==> config.mk <==
export PLATFORM = sky130hd
export DESIGN_NAME = pwm_deadtime
export DESIGN_NICKNAME = d
export VERILOG_FILES = /design/src/rtl/pwm_deadtime_pkg.sv /design/src/rtl/pwm_deadtime_sync.sv /design/src/rtl/pwm_deadtime.sv
export SDC_FILE = /design/constraint.sdc
export NUM_CORES = 1
export LEC_CHECK = 0
export CAP_MARGIN = 10
export CORE_MARGIN = 2
export CORE_UTILIZATION = 40
export CTS_CLUSTER_DIAMETER = 200
export CTS_CLUSTER_SIZE = 10
export DETAILED_ROUTE_END_ITERATION = 8
export PLACE_DENSITY = 0.72
export SETUP_SLACK_MARGIN = 0.1
export SLEW_MARGIN = 20
export SYNTH_ARGS = -nofsm -noshare
export SYNTH_HDL_FRONTEND = slang
export SYNTH_SLANG_ARGS = --single-unit
export TNS_END_PERCENT = 50
==> constraint.sdc <==
create_clock -name clk_i -period 4.8 [get_ports clk_i]
set_clock_uncertainty 0.2 [all_clocks]
set_input_delay 0.72 -clock clk_i [delete_from_list [all_inputs] [get_ports clk_i]]
set_output_delay 0.72 -clock clk_i [all_outputs]
set_load 0.02 [all_outputs]
==> src/rtl/pwm_deadtime_pkg.sv <==
// Shared constants for the complementary dead-time inserter.
// Holds register map, FSM state encodings and ctrl/status bit indices.
package pwm_deadtime_pkg;

    localparam logic [7:0] ADDR_CTRL    = 8'd0;
    localparam logic [7:0] ADDR_DT_RISE = 8'd4;
    localparam logic [7:0] ADDR_DT_FALL = 8'd8;
    localparam logic [7:0] ADDR_STATUS  = 8'd12;

    localparam int CTRL_EN    = 0;
    localparam int CTRL_OE    = 1;
    localparam int CTRL_INV_H = 2;
    localparam int CTRL_INV_L = 3;

    localparam int STAT_FAULT = 0;
    localparam int STAT_PWM   = 1;
    localparam int STAT_ST_LO = 2;

    typedef enum logic [2:0] {
        ST_IDLE    = 3'd0,
        ST_LOW_ON  = 3'd1,
        ST_DEAD_LH = 3'd2,
        ST_HIGH_ON = 3'd3,
        ST_DEAD_HL = 3'd4,
        ST_FAULT   = 3'd5
    } state_t;

endpackage

==> src/rtl/pwm_deadtime_sync.sv <==
// Generic two-flop synchroniser for asynchronous level inputs.
// Ports: clk_i, rst_i (async high), d (async in), q (synchronised out).
module sync_2ff #(
    parameter int W = 1
) (
    input  logic         clk_i,
    input  logic         rst_i,
    input  logic [W-1:0] d,
    output logic [W-1:0] q
);

    logic [W-1:0] meta;

    always_ff @(posedge clk_i or posedge rst_i) begin
        if (rst_i) begin
            meta <= '0;
            q    <= '0;
        end else begin
            meta <= d;
            q    <= meta;
        end
    end

endmodule

==> src/rtl/pwm_deadtime.sv <==
// Complementary gate driver with break-before-make dead time and sticky fault.
// Ports: register bus (re/we/addr/wdata/be -> rdata/error), i_pwm, i_fault, o_pwm_h/l.
module pwm_deadtime
    import pwm_deadtime_pkg::*;
#(
    parameter int DT_W = 8
) (
    input  logic        clk_i,
    input  logic        rst_i,
    input  logic        re_i,
    input  logic        we_i,
    input  logic [7:0]  addr_i,
    input  logic [31:0] wdata_i,
    input  logic [3:0]  be_i,
    output logic [31:0] rdata_o,
    output logic        error_o,
    input  logic        i_pwm,
    input  logic        i_fault,
    output logic        o_pwm_h,
    output logic        o_pwm_l
);

    logic [3:0]      ctrl;
    logic [DT_W-1:0] dt_rise;
    logic [DT_W-1:0] dt_fall;
    logic            fault_sticky;
    logic            pwm_s;
    state_t          state;
    logic [DT_W-1:0] cnt;

    logic addr_ok;
    logic wr;

    assign addr_ok = (addr_i == ADDR_CTRL) || (addr_i == ADDR_DT_RISE) ||
                     (addr_i == ADDR_DT_FALL) || (addr_i == ADDR_STATUS);
    assign error_o = (re_i | we_i) & ~addr_ok;
    assign wr      = we_i & ~re_i & be_i[0];

    // Counter holds remaining dead cycles minus one; 0 still yields one cycle.
    function automatic logic [DT_W-1:0] dt_load(input logic [DT_W-1:0] v);
        return (v == '0) ? '0 : v - 1'b1;
    endfunction

    sync_2ff #(.W(1)) u_sync (
        .clk_i (clk_i),
        .rst_i (rst_i),
        .d     (i_pwm),
        .q     (pwm_s)
    );

    always_ff @(posedge clk_i or posedge rst_i) begin
        if (rst_i) begin
            ctrl         <= '0;
            dt_rise      <= '0;
            dt_fall      <= '0;
            fault_sticky <= 1'b0;
        end else begin
            if (wr && addr_i == ADDR_CTRL)    ctrl    <= wdata_i[3:0];
            if (wr && addr_i == ADDR_DT_RISE) dt_rise <= wdata_i[DT_W-1:0];
            if (wr && addr_i == ADDR_DT_FALL) dt_fall <= wdata_i[DT_W-1:0];
            // A fault arriving together with the clear must not be lost.
            if (i_fault)
                fault_sticky <= 1'b1;
            else if (wr && addr_i == ADDR_STATUS && wdata_i[STAT_FAULT])
                fault_sticky <= 1'b0;
        end
    end

    always_ff @(posedge clk_i or posedge rst_i) begin
        if (rst_i) begin
            state   <= ST_IDLE;
            cnt     <= '0;
            o_pwm_h <= 1'b0;
            o_pwm_l <= 1'b0;
        end else begin
            o_pwm_h <= ctrl[CTRL_OE] ?
                       ((state == ST_HIGH_ON) ^ ctrl[CTRL_INV_H]) : ctrl[CTRL_INV_H];
            o_pwm_l <= ctrl[CTRL_OE] ?
                       ((state == ST_LOW_ON) ^ ctrl[CTRL_INV_L]) : ctrl[CTRL_INV_L];
            if (i_fault) begin
                state <= ST_FAULT;
            end else if (state == ST_FAULT) begin
                // Leaving FAULT requires software to acknowledge the sticky flag.
                if (!fault_sticky) state <= ST_IDLE;
            end else if (!ctrl[CTRL_EN]) begin
                state <= ST_IDLE;
            end else begin
                unique case (state)
                    ST_IDLE, ST_LOW_ON: begin
                        if (pwm_s) begin
                            state <= ST_DEAD_LH;
                            cnt   <= dt_load(dt_rise);
                        end else begin
                            state <= ST_LOW_ON;
                        end
                    end
                    ST_DEAD_LH: begin
                        if (!pwm_s)          state <= ST_LOW_ON;
                        else if (cnt == '0)  state <= ST_HIGH_ON;
                        else                 cnt   <= cnt - 1'b1;
                    end
                    ST_HIGH_ON: begin
                        if (!pwm_s) begin
                            state <= ST_DEAD_HL;
                            cnt   <= dt_load(dt_fall);
                        end
                    end
                    ST_DEAD_HL: begin
                        if (pwm_s)           state <= ST_HIGH_ON;
                        else if (cnt == '0)  state <= ST_LOW_ON;
                        else                 cnt   <= cnt - 1'b1;
                    end
                    default: state <= ST_IDLE;
                endcase
            end
        end
    end

    always_comb begin
        rdata_o = '0;
        if (re_i) begin
            case (addr_i)
                ADDR_CTRL:    rdata_o[3:0]      = ctrl;
                ADDR_DT_RISE: rdata_o[DT_W-1:0] = dt_rise;
                ADDR_DT_FALL: rdata_o[DT_W-1:0] = dt_fall;
                ADDR_STATUS: begin
                    rdata_o[STAT_FAULT]             = fault_sticky;
                    rdata_o[STAT_PWM]               = pwm_s;
                    rdata_o[STAT_ST_LO+2:STAT_ST_LO] = state;
                end
                default: rdata_o = '0;
            endcase
        end
    end

endmodule

==> results_dict.tcl, run 1 <==
set metrics [dict create \
    status "complete, no violations" \
    period_share 0.752 \
    antenna_found_initial 0 \
    dieArea_sq_um 6810 \
    design_area_sq_um 2860 \
    final_cell_mix "36 x dfrtp_1, 33 x clkdlybuf4s50_1, 24 x conb_1, 23 x mux2_2, 21 x nor2_1" \
    clkSlewWorstSetupHoldPaths_ns 0.07 \
    fin_tns_setup_ns 0 \
    cp_num_cells 5 \
    cts-hold-fix-buffers 0 \
    grt_usage 0.173 \
    maxCapViolCount 0 \
    hpwlAfterDp_um 3990 \
    yosysWarnings 0 \
    tightest_slew_ns 0.572 \
    setup_ws_ns 1.19 \
    slowest_stage "clkdlybuf4s50_1" \
    ys_types 51 \
    netlist_top_cells_area "dfrtp_1 37%, mux2_2 10%, buf_4 7.3%" \
    max_stage_delay_ns 0.69 \
    cts_sinks 36 \
    drtAntennaViolNets 0 \
    start_kind "input pin" \
    cts_tree "yes" \
    async_flop_share 1.00 \
    first_pass_iters 4 \
    cp_cell_sequence "clkdlybuf4s50_1 -> nor2b_1 -> a22oi_1 -> nor2_1 -> clkdlybuf4s50_1" \
    synth_top_area_cell "dfrtp_1" \
    die_y_um 82.5 \
    nNetsFinal 343 \
    fmax_ghz 0.277 \
    synth-edff-count 0 \
    synth_cells 255 \
    globalplace.congestion 0.796 \
    regToRegSetupSlack_ns 2.21 \
    routed_via_density 5.21 \
    power.leakage_nw 1.32 \
    rsz0062_at_grt "no" \
    drive_gt1_frac 0.149 \
    totalWireLength_um 5320 \
    cp.arrival_ns 2.69 \
    antenna_cells 0 \
    hp-start "u_sync.meta" \
    crit_family "buffers and inverters" \
    post_cts_buffers 0 \
    pre_cts_ws_ns 1.20 \
    layout.cells.non_filler 363 \
    root_buffer "clkbuf_8" \
    synth_ff_type "dfrtp_1" \
    gr-total-overflow 0 \
    min_period_ns 3.61 \
    required_ns 3.88 \
    place_inst 355 \
    core_sq_um 5960 \
    worstReg2RegStart "cnt[3]" \
    yosysSeqAreaShare 0.365 \
    setup_violations 0 \
    remaining_drc_errors 0 \
    final_core_util 0.480 \
    synth_top_area_frac 0.365 \
    synth_area_per_cell_sq_um 9.68 \
    finalHoldViolations 0 \
    synth_area_sq_um 2470 \
    wl_per_cell_um 14.7 \
    r2r-end "cnt[4]" \
    die_w_um 82.5 \
    path_buf_inv 2 \
    cp-end-kind "output pin" \
    rows 28 \
    htree_levels 2 \
    maxSlewViolCount 0 \
    relSlewSlack 0.614 \
    area_delta_synth_final_pct 15.9 \
    whs_ns 0.154 \
    crit_end "rdata_o[7]" \
    grt_max_degree 37 \
    finalPower_mw 0.638 \
    drt_iter0_drc 134 \
    placed_area_sq_um 2770 \
    peakVddDrop_uv 153 \
    hold_path.class "reg -> reg" \
    vias 1891 \
    ys_seq_elements 36 \
    mostFrequentLayoutCell "dfrtp_1" \
    crit_top_cell "clkdlybuf4s50_1" \
    fillers 561 \
    cp-startpoint "addr_i[3]" \
    clockBufferDepth 2 \
    io_buffers 33 \
    clk_latency_ns 0.30 \
    r2r_cells 5 \
    cts_buffers 5 \
    io_pins 85 \
    grt_pass1_wl_um 8870 \
    first_global_vias 1797 \
    crit_path_max_fanout 9 \
    min_path_cells 0 \
    worstSetupPathType "in -> out" \
    powerDensity_nw_per_um2 223 \
    start_util 0.414 \
    ctsResizeCount 0 \
]
## registers in the layout (all words and copies together) (netlist names)
register and cells:
cnt 8, dt_rise 8, fault_sticky 1, o_pwm_l 1
u_sync.meta 1, state 3, u_sync.q 1, dt_fall 8
o_pwm_h 1, ctrl 4
## power breakdown
group	internal, mW	switching (mW)	leakage (nW)
Sequential	0.309	0.00986	0.476
Clock	0.103	0.117	0.0404
Combinational	0.0430	0.0566	0.807
Total	0.455	0.184	1.32
## cells by family after synthesis
| logic type | Yosys count | synth area share |
|---|---|---|
| AO/OA/AOI/OAI | 56 | 0.152 |
| XOR/XNOR | 7 | 0.0248 |
| adder cells (fa/ha/maj) | 6 | 0.0304 |
| buffers and inverters | 47 | 0.111 |
| flip-flops | 36 | 0.365 |
| multiplexers | 28 | 0.146 |
| other | 1 | 0.00152 |
| AND/OR/NAND/NOR | 74 | 0.170 |
## how the worst min path moves through the flow
stage / endpoint / slack [ns]
global route: u_sync.q / 0.16
global placement: u_sync.q / 0.14
finish: u_sync.q / 0.15
detailed placement: u_sync.q / 0.14
CTS: u_sync.q / 0.16
floorplan: u_sync.q / 0.13
## per-layer routing
metal,part of all wire,GRT usage,wire length (um),vias up
met2,0.47,0.286,2520,57
met3,0.051,0.0391,273,6
met1,0.46,0.227,2460,889
li1,-,-,-,939
met4,0.012,0.0541,65,0
met5,0,0,0,-
## cells in the mapped netlist, drive strengths merged (3+ instances only)
cell type / count
mux4: 4
o22ai: 6
o31ai: 3
nor2: 21
xnor2: 6
a21oi: 12
a22oi: 4
mux2: 23
inv: 15
nor2b: 9
clkbuf: 7
nor3: 5
a211oi: 4
or4: 6
dfrtp: 36
nand2: 9
ha: 6
o21ai: 17
nand2b: 5
buf: 25
## layout make-up
cell class | count | area, sq um | share of cell area
Clock inverter | 3 | 23.8 | 0.00831
Tap cell | 75 | 93.8 | 0.0328
Sequential cell | 36 | 901 | 0.315
Inverter | 15 | 56.3 | 0.0197
Multi-Input combinational cell | 195 | 1380 | 0.482
Clock buffer | 5 | 68.8 | 0.0241
Timing Repair Buffer | 34 | 338 | 0.118
No activity file was read; power rests on OpenSTA's default activity.
==> run 2: changes to the inputs <==
- PLACE_DENSITY: 0.72 -> 0.75
- clock period: 4.8 -> 3 ns (I/O delays scaled with it)
==> run 2 against run 1 <==
- setup slack got worse by 1.1 ns
- sequential share of layout area decreased by 0.49 points
- total power increased by 72%
- wire length increased by 1.8%
- cell count increased by 0.55%
- count of clock-buffer cells in the layout unchanged
- largest power group unchanged
- highest routed layer unchanged
==> results_dict.tcl, run 2 (synthesis gave the netlist of run 1 again) <==
set metrics [dict create \
    io_buffers 33 \
    rsz0062_at_grt "yes" \
    min_period_ns 2.86 \
    grt_pass1_wl_um 9110 \
    core_sq_um 5960 \
    status "complete, no violations" \
    hpwlAfterDp_um 4120 \
    reg_top3 "cnt: 8 flops, dt_fall: 8 flops, dt_rise: 8 flops" \
    peakVddDrop_uv 292 \
    fillers 546 \
    pre_cts_ws_ns 0.0592 \
    maxSlewViolCount 0 \
    crit_path_max_fanout 8 \
    antenna_found_initial 0 \
    io_pins 85 \
    cp-end-kind "output pin" \
    tightest_slew_ns 0.614 \
    vias 1915 \
    gr-total-overflow 0 \
    final_cell_mix "36 x dfrtp_1, 28 x clkdlybuf4s50_1, 24 x conb_1, 23 x mux2_2, 21 x nor2_1" \
    clk_latency_ns 0.29 \
    remaining_drc_errors 0 \
    fmax_ghz 0.349 \
    maxCapViolCount 0 \
    cp.arrival_ns 2.21 \
    dieArea_sq_um 6810 \
    finalPower_mw 1.10 \
    hold_path.class "reg -> reg" \
    antenna_cells 0 \
    first_global_vias 1818 \
    cts_tree "yes" \
    routed_via_density 5.25 \
    design_area_sq_um 2910 \
    start_kind "input pin" \
    cts_buffers 5 \
    nNetsFinal 345 \
    finalHoldViolations 0 \
    grt_usage 0.177 \
    drt_iter0_drc 120 \
    clockBufferDepth 2 \
    post_cts_buffers 0 \
    grt_max_degree 37 \
    required_ns 2.35 \
    first_pass_iters 4 \
    root_buffer "clkbuf_8" \
    start_util 0.414 \
    cts_sinks 36 \
    layout.cells.non_filler 365 \
    power.leakage_nw 1.42 \
    fin_tns_setup_ns 0 \
    htree_levels 2 \
    setup_ws_ns 0.138 \
    area_delta_synth_final_pct 17.7 \
    totalWireLength_um 5410 \
    mostFrequentLayoutCell "dfrtp_1" \
    cts-hold-fix-buffers 0 \
    relSlewSlack 0.586 \
    wl_per_cell_um 14.8 \
    die_w_um 82.5 \
    worstSetupPathType "in -> out" \
    powerDensity_nw_per_um2 378 \
    drive_gt1_frac 0.159 \
    regToRegSetupSlack_ns 0.38 \
    setup_violations 0 \
    period_share 0.954 \
    drtAntennaViolNets 0 \
    placed_area_sq_um 2780 \
    globalplace.congestion 0.838 \
    clkSlewWorstSetupHoldPaths_ns 0.07 \
    rows 28 \
    die_y_um 82.5 \
    place_inst 357 \
]
-- run 2: changes by cell type in the layout (fill, tap and decap cells not counted) --
cell,change
buf_4,+2
clkinv_4,-1
clkinv_2,+1
bufinv_16,+1
clkinvlp_4,-1
nor2b_1,-1
clkdlybuf4s50_1,-5
dlymetal6s2s_1,+4
dlygate4sd2_1,+1
nor2b_2,+1
-- run 2: final timing paths --
path | start | end | cells after the start
max | addr_i[5] | rdata_o[6] | 5
min | u_sync.meta | u_sync.q | 0
max reg2reg | cnt[3] | cnt[4] | 5
min reg2reg | u_sync.meta | u_sync.q | 0
max in group asynchronous | rst_i | dt_fall[7] | 3
min in group asynchronous | rst_i | u_sync.q | 3
-- run 2: critical path, stage by stage --
cell and delay (ns):
clkdlybuf4s50_1 0.41, nor2_1 0.15, nand4_1 0.35, nor2_1 0.23, clkdlybuf4s50_1 0.62
-- run 2: timing repair --
action | in CTS | in global routing
pin swaps | 0 | 0
cloned | 0 | 0
gates resized for setup | 2 | 4
endpoints found under the setup margin | 8 | 8
-- run 2: cell type report --
cell class              count  area [sq um]  area share
flip-flops and latches     36           901       0.310
repair buffers             36           362       0.124
clock buffers               5          68.8      0.0237
well taps                  75          93.8      0.0323
inverters                  15          56.3      0.0194
multi-input cells         195          1380       0.475
clock inverters             3          42.5      0.0146
-- run 2: routing by layer --
metal / GRT usage / part of all wire / up-vias
li1: - / - / 937
met1: 0.237 / 0.46 / 916
met2: 0.281 / 0.48 / 52
met3: 0.0391 / 0.048 / 10
met4: 0.0607 / 0.017 / 0
met5: 0 / 0 / -
-- run 2: where the power goes --
part | switching (mW) | internal, mW
combinational | 0.0905 | 0.0700
sequential | 0.0157 | 0.495
clock | 0.180 | 0.246
-- run 2: stage by stage --
stage | hold WS, ns | utilization
after floorplan | 0.131 | -
after global placement | 0.139 | 0.467
after detailed placement | 0.139 | 0.467
after CTS | 0.156 | 0.486
after global routing | 0.173 | 0.488
final | 0.152 | 0.488
==> run 3: changes to the inputs <==
- PLACE_DENSITY: 0.75 -> 0.72
- SYNTH_HIERARCHICAL: unset -> 1
- clock period: 3 -> 2.66 ns (I/O delays scaled with it)
==> run 3 against run 2 <==
- critical path depth is the same
- area after synthesis grew 1.5%
- global-route usage shrank 0.87 points
- critical endpoint is now rdata_o[3]
- largest cell class unchanged
==> results_dict.tcl, run 3 <==
set metrics [dict create \
    final_cell_mix "36 x dfrtp_1, 24 x conb_1, 24 x clkdlybuf4s50_1, 23 x mux2_2, 19 x nor2_1" \
    maxCapViolCount 0 \
    clkSlewWorstSetupHoldPaths_ns 0.07 \
    cts_sinks 36 \
    synth_top_area_cell "dfrtp_1" \
    cp_num_cells 5 \
    cp.arrival_ns 1.94 \
    fmax_ghz 0.394 \
    crit_family "buffers and inverters" \
    synth_area_sq_um 2500 \
    finalHoldViolations 0 \
    root_buffer "clkbuf_8" \
    drtAntennaViolNets 0 \
    synth-edff-count 0 \
    antenna_found_initial 0 \
    setup_violations 0 \
    clockBufferDepth 2 \
    cts_buffers 5 \
    synth_top_area_frac 0.360 \
    reg_top3 "cnt: 8 flops, dt_fall: 8 flops, dt_rise: 8 flops" \
    cts_tree "yes" \
    routed_via_density 5.45 \
    synth_cells 256 \
    first_pass_iters 4 \
    slowest_stage "mux4_2" \
    drive_gt1_frac 0.199 \
    ys_types 50 \
    first_global_vias 2043 \
    tightest_slew_ns 0.546 \
    peakVddDrop_uv 288 \
    netlist_top_cells_area "dfrtp_1 36%, mux2_2 10%, buf_4 7.2%" \
    power.leakage_nw 1.46 \
    rsz0062_at_grt "yes" \
    relSlewSlack 0.632 \
    synth_ff_type "dfrtp_1" \
    worstReg2RegStart "cnt[3]" \
    clk_latency_ns 0.29 \
    gr-total-overflow 0 \
    start_kind "input pin" \
    place_inst 371 \
    cp_cell_sequence "clkdlybuf4s50_1 -> buf_4 -> mux4_2 -> nor2b_1 -> clkdlybuf4s15_1" \
    rows 28 \
    crit_path_max_fanout 8 \
    max_stage_delay_ns 0.50 \
    min_period_ns 2.54 \
    nNetsFinal 362 \
    grt_usage 0.168 \
    worstSetupPathType "in -> out" \
    mostFrequentLayoutCell "dfrtp_1" \
    r2r-end "cnt[2]" \
    yosysSeqAreaShare 0.360 \
    globalplace.congestion 0.832 \
    totalWireLength_um 5490 \
    r2r_cells 6 \
    dieArea_sq_um 6910 \
    required_ns 2.06 \
    die_w_um 83.1 \
    core_sq_um 5990 \
    synth_top_cells_by_count "36 x dfrtp_1, 24 x buf_4, 23 x mux2_2" \
    cp-end-kind "output pin" \
    ys_seq_elements 36 \
    yosysMostFrequentCell "dfrtp_1" \
    synth_area_per_cell_sq_um 9.78 \
    antenna_cells 0 \
    regToRegSetupSlack_ns 0.21 \
    io_buffers 33 \
    die_y_um 83.1 \
    io_pins 85 \
    final_core_util 0.507 \
    async_flop_share 1.00 \
    grt_pass1_wl_um 9580 \
    vias 2082 \
    hold_path.class "in -> async" \
    grt_max_degree 35 \
    yosysWarnings 6 \
    period_share 0.955 \
    drt_iter0_drc 135 \
    start_util 0.418 \
    wl_per_cell_um 14.4 \
    path_buf_inv 3 \
    status "complete, no violations" \
    fillers 565 \
    hpwlAfterDp_um 4280 \
    powerDensity_nw_per_um2 414 \
    htree_levels 2 \
    remaining_drc_errors 0 \
    maxSlewViolCount 0 \
    layout.cells.non_filler 382 \
    cts-hold-fix-buffers 0 \
    area_delta_synth_final_pct 21.3 \
]
## run 3: worst max path at each step
| stage | startpoint | end | slack, ns |
|---|---|---|---|
| final | addr_i[3] | rdata_o[3] | 0.12 |
| after global routing | addr_i[3] | rdata_o[3] | 0.08 |
| after detailed placement | addr_i[2] | rdata_o[1] | -0.20 |
| after CTS | addr_i[3] | rdata_o[3] | 0.11 |
| after floorplan | cnt[3] | cnt[3] | 0.42 |
| after global placement | addr_i[2] | rdata_o[0] | -0.19 |
## run 3: cell type report
type	instances	area [sq um]	area share
clock inverters	3	42.5	0.0140
inverters	12	45.0	0.0148
repair buffers	51	457	0.150
flip-flops and latches	36	901	0.297
clock buffers	5	68.8	0.0227
well taps	75	93.8	0.0309
multi-input cells	200	1430	0.471
## run 3: logic make-up (layout without fill, tap and decap cells)
logic type / count (synthesis) / in the layout / share of synthesized area
other: 1 / 24 / 0.00150
flip-flops: 36 / 36 / 0.360
AND/OR/NAND/NOR: 81 / 81 / 0.182
XOR/XNOR: 9 / 9 / 0.0315
adder cells (fa/ha/maj): 6 / 6 / 0.0300
AO/OA/AOI/OAI: 52 / 52 / 0.148
multiplexers: 28 / 28 / 0.143
buffers and inverters: 43 / 71 / 0.103
## run 3: worst reg2reg max path, cell delays in order (launching register included)
cell,delay [ns]
dfrtp_1,0.44
or4_4,0.57
or4b_4,0.54
o221ai_4,0.19
buf_4,0.21
buf_4,0.14
a21oi_2,0.05
## run 3: routing by layer
layer	global-route usage	share of wire
met1	0.220	0.44
met2	0.279	0.50
met3	0.0318	0.048
met5	0	0
met4	0.0581	0.017
## run 3: what timing repair did
action | in CTS | in global routing
resized for setup | 11 | 0
pin swaps | 0 | 1
buffers inserted | 0 | 3
endpoints found under the hold margin | 0 | 0
endpoints found under the setup margin | 8 | 9
## run 3: power breakdown
group          internal, mW  switching [mW]  total, mW
registers             0.561          0.0187      0.580
clock network         0.277           0.206      0.483
logic                0.0879           0.106      0.194
total                 0.926           0.331       1.26
## run 3: through the flow
stage                     setup TNS, ns  hold WS [ns]  setup WS (ns)  power, mW  area, sq um
after floorplan                       0       -0.0598          0.423      0.738         2590
after global placement           -0.968         0.141         -0.194      0.781         2910
after detailed placement         -0.991         0.147         -0.203      0.785         2910
after CTS                             0        0.0863          0.110       1.27         3020
after global routing                  0        0.0945         0.0753       1.31         3040
final                                 0        0.0835          0.121       1.26         3040
